**config.mk**
```make
export PLATFORM = sky130hd
export DESIGN_NAME = vend_credit_ctrl
export DESIGN_NICKNAME = d
export VERILOG_FILES = /design/src/rtl/vend_pkg.sv /design/src/rtl/vend_coin_encoder.sv /design/src/rtl/vend_credit_ctrl.sv
export SDC_FILE = /design/constraint.sdc
export NUM_CORES = 1
export LEC_CHECK = 0
export CAP_MARGIN = 10
export CORE_MARGIN = 10
export CORE_UTILIZATION = 55
export DETAILED_ROUTE_END_ITERATION = 8
export GPL_ROUTABILITY_DRIVEN = 0
export PLACE_DENSITY = 0.83
export SETUP_SLACK_MARGIN = 0.02
export SYNTH_ARGS = -nofsm -noshare
export SYNTH_HDL_FRONTEND = slang
export SYNTH_SLANG_ARGS = --single-unit
```
**constraint.sdc**
```tcl
create_clock -name clk -period 4.6 [get_ports clk]
set_input_delay 0.92 -clock clk [delete_from_list [all_inputs] [get_ports clk]]
set_output_delay 0.92 -clock clk [all_outputs]
set_load 0.01 [all_outputs]
```
**src/rtl/vend_pkg.sv**
```systemverilog
// Shared constants for the vending credit controller: coin values and FSM state encoding.
package vend_pkg;

    localparam int COIN_5  = 5;
    localparam int COIN_10 = 10;
    localparam int COIN_20 = 20;
    localparam int COIN_W  = 5;

    localparam logic [1:0] ST_IDLE     = 2'd0;
    localparam logic [1:0] ST_COLLECT  = 2'd1;
    localparam logic [1:0] ST_DISPENSE = 2'd2;
    localparam logic [1:0] ST_CHANGE   = 2'd3;

    typedef enum logic [1:0] {
        S_IDLE     = ST_IDLE,
        S_COLLECT  = ST_COLLECT,
        S_DISPENSE = ST_DISPENSE,
        S_CHANGE   = ST_CHANGE
    } state_e;

endpackage

```
**src/rtl/vend_coin_encoder.sv**
```systemverilog
// Maps the three coin pulses to {valid, value}; when several are high the largest coin wins.
module vend_coin_encoder
    import vend_pkg::*;
(
    input  logic              coin5_i,
    input  logic              coin10_i,
    input  logic              coin20_i,
    output logic              valid_o,
    output logic [COIN_W-1:0] value_o
);

    always_comb begin
        valid_o = coin5_i | coin10_i | coin20_i;
        value_o = '0;
        if (coin20_i) begin
            value_o = COIN_W'(COIN_20);
        end else if (coin10_i) begin
            value_o = COIN_W'(COIN_10);
        end else if (coin5_i) begin
            value_o = COIN_W'(COIN_5);
        end
    end

endmodule

```
**src/rtl/vend_credit_ctrl.sv**
```systemverilog
// Coin credit accumulator and dispense/change FSM.
// Define VEND_CHANGE_RETURN_EN to return the remainder as 5-unit change pulses instead of carrying it over.
module vend_credit_ctrl
    import vend_pkg::*;
#(
    parameter int PRICE      = 15,
    parameter int MAX_CREDIT = 40,
    parameter int CREDIT_W   = 6
) (
    input  logic                clk,
    input  logic                reset,
    input  logic                coin5_i,
    input  logic                coin10_i,
    input  logic                coin20_i,
    input  logic                dispense_ack_i,
    output logic                dispense_o,
    output logic                change5_o,
    output logic                coin_reject_o,
    output logic [CREDIT_W-1:0] credit_o,
    output logic                busy_o
);

    localparam int SUM_W = CREDIT_W + 1;

    state_e              state_q, state_d;
    logic [CREDIT_W-1:0] credit_q, credit_d;
    logic                reject_q, reject_d;

    logic              coin_vld;
    logic [COIN_W-1:0] coin_val;
    logic [SUM_W-1:0]  sum;
    logic [CREDIT_W-1:0] rem;

    vend_coin_encoder u_enc (
        .coin5_i  (coin5_i),
        .coin10_i (coin10_i),
        .coin20_i (coin20_i),
        .valid_o  (coin_vld),
        .value_o  (coin_val)
    );

    always_ff @(posedge clk or posedge reset) begin
        if (reset) begin
            state_q  <= S_IDLE;
            credit_q <= '0;
            reject_q <= 1'b0;
        end else begin
            state_q  <= state_d;
            credit_q <= credit_d;
            reject_q <= reject_d;
        end
    end

    always_comb begin
        state_d  = state_q;
        credit_d = credit_q;
        reject_d = 1'b0;
        // One extra bit so a coin on top of high credit cannot wrap before the ceiling check.
        sum      = {1'b0, credit_q} + SUM_W'(coin_val);
        rem      = credit_q - CREDIT_W'(PRICE);

        case (state_q)
            S_IDLE, S_COLLECT: begin
                if (coin_vld) begin
                    if (sum > SUM_W'(MAX_CREDIT)) begin
                        reject_d = 1'b1;
                    end else begin
                        credit_d = sum[CREDIT_W-1:0];
                        state_d  = (sum >= SUM_W'(PRICE)) ? S_DISPENSE : S_COLLECT;
                    end
                end
            end
            S_DISPENSE: begin
                reject_d = coin_vld;
                if (dispense_ack_i) begin
                    credit_d = rem;
`ifdef VEND_CHANGE_RETURN_EN
                    state_d  = (rem != '0) ? S_CHANGE : S_IDLE;
`else
                    if (rem >= CREDIT_W'(PRICE)) begin
                        state_d = S_DISPENSE;
                    end else if (rem != '0) begin
                        state_d = S_COLLECT;
                    end else begin
                        state_d = S_IDLE;
                    end
`endif
                end
            end
`ifdef VEND_CHANGE_RETURN_EN
            S_CHANGE: begin
                reject_d = coin_vld;
                credit_d = credit_q - CREDIT_W'(COIN_5);
                if (credit_q <= CREDIT_W'(COIN_5)) begin
                    credit_d = '0;
                    state_d  = S_IDLE;
                end
            end
`endif
            default: begin
                state_d = S_IDLE;
            end
        endcase
    end

    assign dispense_o    = (state_q == S_DISPENSE);
    assign coin_reject_o = reject_q;
    assign credit_o      = credit_q;
`ifdef VEND_CHANGE_RETURN_EN
    assign change5_o     = (state_q == S_CHANGE);
    assign busy_o        = (state_q == S_DISPENSE) || (state_q == S_CHANGE);
`else
    assign change5_o     = 1'b0;
    assign busy_o        = (state_q == S_DISPENSE);
`endif

endmodule
```
==> run summary, run 1 <==
Setup Crit Path Kind = input port to flip-flop
Required @ worst endpoint = 4740 ps
Cell internal pwr = 461.8 uW
Placed cells = 154
CTS root buffer = clkbuf_4
Gate power share = 72.1%
IO buf count = 14
CTS Buf Count = 3
Pwr Density = 809.8 nW/um2
Syn-to-layout area delta = 17.39%
Final min period = 3528 ps
Sum of negative setup slack = 0 ps
Cell area after synthesis = 978.4 um2
Initial antenna violation count = 0
Async S/R FF share, synth = 100.0%
Diode count = 0
Vias/cell = 6.304
DR WL/cell = 16.13 um
CTS tree = built
R2r startpoint = credit_o[0]
Vias in the first global route = 913
Share of cells above drive strength 1 = 6.015%
Die ar. = 3866 um2
All-layer global routing usage = 13.19%
Outcome = completed
CTS Sinks = 9
1st-pass router iterations = 6
CTS H-tree lvls = 1
Mapped Cells = 120
Reg-to-Reg End = credit_o[4]
Reg2reg path depth = 8
Final antenna-violating net count = 0
Die Y = 62.18 um
Switching portion of total power = 50.35%
Clock-pin slew on the worst setup and hold paths = 50 ps
First-pass GRT wire length = 4.381 mm
DR iter-0 viols = 69
Worst slew margin = 63.48%
Dpl ws = 817.6 ps
Post-synth EDFFs = 0
Hold buffer count at CTS = 0
Clock Path Buffers = 2
Reg2reg setup slack = 1900 ps
Worst-Margin Slew = 534.0 ps
Clk pwr share = 6.3%
Kind of path behind the tightest hold check = flip-flop to flip-flop
Final worst setup slack = 1072 ps
Post-DP HPWL = 2.057 mm
Fillers = 131
Hold endpoint = state_q[0]
Ports = 16
Clock Skews = 1.316 ps
Worst setup EP type = flip-flop
Sequential share of power = 21.6%
Seq/Total Area, Yosys = 23.02%
Distinct cells, synth = 50
Post-synthesis area per instance = 8.154 um2
WHS = 517.4 ps
NetSw = 468.3 uW
Ys flop type = dfrtp_1
Design Power = 930.1 uW
MaxCap Viol Count = 0
Nets = 149
Max Fclk = 283.5 MHz
Starting Density = 57.29%
Grt total ovfl = 0
Worst hold start = state_q[0]
Area of the core = 1708 um2
Largest net degree at the start of global routing = 12
Arrival time at the worst endpoint = 3670 ps
WHS Path Cells = 1
Clk_lat worst skew = 260 ps
Final Hold Vio Count = 0
Drc violations = 0
Detailed Route WL = 2.548 mm
Static Leak = 0.5003 nW
# rows = 15
Leading cell types in the layout, fill and taps excluded = 14 x clkdlybuf4s50_1, 12 x inv_1, 9 x o21ai_0, 9 x dfrtp_1
PostCTS Resize Cnt = 0
Final setup fails = 0
Fin. max-slew vios = 0
Non-filler cells, final = 158
Fin crit share = 76.69%
Synth Warn # = 0
Startpoint types = input port
DR vias = 996
Max VDD drop = 0.4961 mV
Syn Nets = 135
RSZ-0062 raised after global routing = no
Worst-path fanout max = 7
Post-CTS setup buffers = 0
Die width = 62.18 um
Most common cell after layout, fill and taps aside = clkdlybuf4s50_1
Register bit total from synthesis = 9
-- synthesized netlist by cell type, types with 2 or more instances --
library cell  number  area, um2
xnor2_1            4      35.03
o21ai_0            9      45.04
ha_1               8      100.1
o21a_1             2      15.01
a41o_1             2      20.02
a21o_1             2      15.01
nor2_1             8      30.03
dfrtp_1            9      225.2
clkbuf_1           2      7.510
a32oi_1            3      26.28
nand2_1            6      22.52
inv_1             12      45.04
o21ai_1            2      10.01
a21oi_1            7      35.03
buf_4              2      15.01
nor3_1             3      15.01
nand3_1            6      30.03
-- metrics by stage --
step	util (%)	cell area [um2]
floorplan	-	978.4
finish	67.25	1149
global placement	65.71	1122
CTS	67.25	1149
detailed placement	65.71	1122
global route	67.25	1149
-- power by group through the flow --
stage,sequential (mW),clock (mW),combinational [mW]
2_1_floorplan,0.186,0,0.477
3_3_place_gp,0.200,0,0.648
3_5_place_dp,0.200,0,0.657
4_1_cts,0.199,0.0608,0.659
5_1_grt,0.207,0.0662,0.739
6_report,0.201,0.0585,0.670
-- registers in the layout, summed over array words and instances, names as in the netlist --
name / count
credit_o: 6
state_q: 2
coin_reject_o: 1
-- worst max-delay path by stage --
stage | startpoint | endpoint | slack (ps) | cells after the start
4_1_cts | coin20_i | credit_o[4] | 1090 | 10
6_report | coin20_i | credit_o[4] | 1070 | 10
3_5_place_dp | coin20_i | credit_o[4] | 820 | 10
2_1_floorplan | coin20_i | credit_o[4] | 1480 | 10
5_1_grt | coin20_i | credit_o[4] | 900 | 11
3_3_place_gp | coin20_i | credit_o[4] | 850 | 10
-- logic make-up after synthesis --
family | after synthesis | synth area share [%]
flip-flops | 9 | 23.02
multiplexers | 2 | 2.174
buffers and inverters | 17 | 7.416
adder cells (fa/ha/maj) | 9 | 12.28
AO/OA/AOI/OAI | 40 | 30.18
XOR/XNOR | 5 | 4.475
other | 1 | 0.3833
AND/OR/NAND/NOR | 37 | 20.08
-- critical path, stage by stage --
cell             delay (ps)
clkdlybuf4s50_1         480
nor3b_1                 230
ha_1                    200
inv_1                    60
fa_1                    440
xnor2_1                 200
or3b_1                  410
a22oi_4                 240
o21ai_2                 130
o32a_1                  350
-- layout make-up --
| class | count | area [um2] | area share, % |
|---|---|---|---|
| flip-flops and latches | 9 | 225.2 | 19.61 |
| inverters | 12 | 45.04 | 3.922 |
| repair buffers | 14 | 140.1 | 12.20 |
| clock buffers | 4 | 26.28 | 2.288 |
| well taps | 25 | 31.28 | 2.723 |
| multi-input cells | 94 | 680.7 | 59.26 |
-- metal layers --
metal	vias to the layer above	share of wire, %	global-route usage, %	routed length, um
met5	-	0	0	0
met4	0	2.4	3.429	60
met3	17	13	5.197	331
met2	84	47	20.90	1192
met1	431	38	16.07	963
li1	464	-	-	-
Note: power is estimated with default switching activity, not from simulation.
==> inputs of run 2 (changes only) <==
- CORE_UTILIZATION: 55 -> 52
- PLACE_DENSITY: 0.83 -> 0.79
- clock period: 4.6 -> 3.4 ns (I/O delays scaled with it)
==> run summary, run 2 (same netlist as run 1, synthesis figures left out) <==
Outcome = completed
Worst-Margin Slew = 579.3 ps
Worst slew margin = 60.38%
Post-DP HPWL = 2.101 mm
Clock Path Buffers = 2
Non-filler cells, final = 165
Worst-path fanout max = 4
Fin. max-slew vios = 0
Ports = 16
Placed cells = 161
Nets = 156
Most common cell after layout, fill and taps aside = clkdlybuf4s50_1
M1 GR Usage = 16.50%
CP delay by family, top = compound AO/OA/AOI/OAI gates
Kind of path behind the tightest hold check = flip-flop to flip-flop
RSZ-0062 raised after global routing = no
Post-CTS setup buffers = 0
Clock-pin slew on the worst setup and hold paths = 60 ps
1st-pass router iterations = 4
CP cell instances = clkdlybuf4s50_1 -> nor3b_1 -> ha_1 -> inv_1 -> fa_1 -> nor2b_1 -> o21ai_1 -> a211o_1 -> a22oi_4 -> buf_4 -> or2_1 -> a32oi_1
Drc violations = 0
Largest stage delay on the critical path = 470 ps
Register area = 225.2 um2
CTS root buffer = clkbuf_4
Die ar. = 4016 um2
PostCTS Resize Cnt = 0
Final setup fails = 0
Final Hold Vio Count = 0
Vias/cell = 6.042
Multi-input logic area = 680.7 um2
Arrival time at the worst endpoint = 3320 ps
Die Y = 63.38 um
WHS = 545.7 ps
CTS Sinks = 9
Vias in the first global route = 921
Share of cells above drive strength 1 = 10.71%
Leading cell types in the layout, fill and taps excluded = 14 x clkdlybuf4s50_1, 12 x inv_1, 9 x o21ai_0, 9 x dfrtp_1
CTS Buf Count = 3
Fin crit share = 94.03%
DR iter-0 viols = 48
Syn-to-layout area delta = 22.76%
Pwr Density = 1092 nW/um2
All-layer global routing usage = 12.89%
DR WL/cell = 15.70 um
Die width = 63.38 um
Diode count = 0
Initial antenna violation count = 0
CP max-delay cell = clkdlybuf4s50_1
Starting Density = 55.46%
DR vias = 997
MaxCap Viol Count = 0
Max Fclk = 312.8 MHz
GRT Max-Usage Layer = met2
Static Leak = 0.5341 nW
Fillers = 144
Max VDD drop = 0.6357 mV
Worst setup EP type = flip-flop
Worst path buffer plus inverter count = 3
Largest net degree at the start of global routing = 12
First-pass GRT wire length = 4.374 mm
Hold buffer count at CTS = 0
CTS H-tree lvls = 1
Startpoint types = input port
CTS tree = built
Clock Skews = 5.849 ps
Final min period = 3197 ps
Required @ worst endpoint = 3520 ps
Grt total ovfl = 0
# rows = 15
Max reg flops = 6
Setup Crit Path Kind = input port to flip-flop
IO buf count = 14
Final antenna-violating net count = 0
GR Util met2 = 19.60%
Area of the core = 1764 um2
Detailed Route WL = 2.591 mm
Met3 Track Usage GR = 5.300%
Clk_lat worst skew = 260 ps
-- run 2: cell types whose count changed in the layout (fill, tap and decap cells not counted) --
cell and change:
buf_4 +7
-- run 2: path summary, 6_finish.rpt --
path / end / startpoint / cells after the start / slack [ps]
worst min register to register: state_q[0] / state_q[0] / 1 / 550
worst min-delay path: state_q[0] / state_q[0] / 1 / 550
worst max-delay path: credit_o[0] / coin5_i / 12 / 200
min in group asynchronous: credit_o[1] / reset / 2 / 680
max in group asynchronous: credit_o[3] / reset / 2 / 2470
worst max register to register: credit_o[0] / credit_o[0] / 10 / 750
-- run 2: final cells by class --
class / count / share of cell area, %
clock buffers: 4 / 2.188
inverters: 12 / 3.750
multi-input cells: 94 / 56.67
flip-flops and latches: 9 / 18.75
well taps: 25 / 2.604
repair buffers: 21 / 16.04
-- run 2: through the flow --
step / TNS [ps] / area [um2] / total power, mW / setup WS [ps] / utilization [%]
2_1_floorplan: 0 / 978.4 / 0.8962 / 519.4 / -
3_3_place_gp: 0 / 1175 / 1.199 / 10.51 / 66.60
3_5_place_dp: -172.5 / 1175 / 1.215 / -53.56 / 66.60
4_1_cts: 0 / 1201 / 1.302 / 224.0 / 68.09
5_1_grt: 0 / 1201 / 1.428 / 51.30 / 68.09
6_report: 0 / 1201 / 1.312 / 203.1 / 68.09
-- run 2: power breakdown --
part | leakage, nW | internal [mW] | switching (mW)
Combinational | 0.414 | 0.461 | 0.497
Clock | 0.0150 | 0.0451 | 0.0353
Sequential | 0.105 | 0.164 | 0.109
-- run 2: per-layer routing --
layer	vias up	share of wire, %	routed length, um
met5	-	0	0
met3	2	8.9	230
met4	0	0.58	15
li1	482	-	-
met1	469	42	1095
met2	44	48	1249
-- run 2: worst register-to-register path, delay by kind of cell (launching register included) --
family	cells	cell delay, ps
AOI/OAI and AO/OA	4	800
adders and majority gates	2	680
buffers and inverters	2	220
DFF	1	510
and+or+nand+nor	2	280
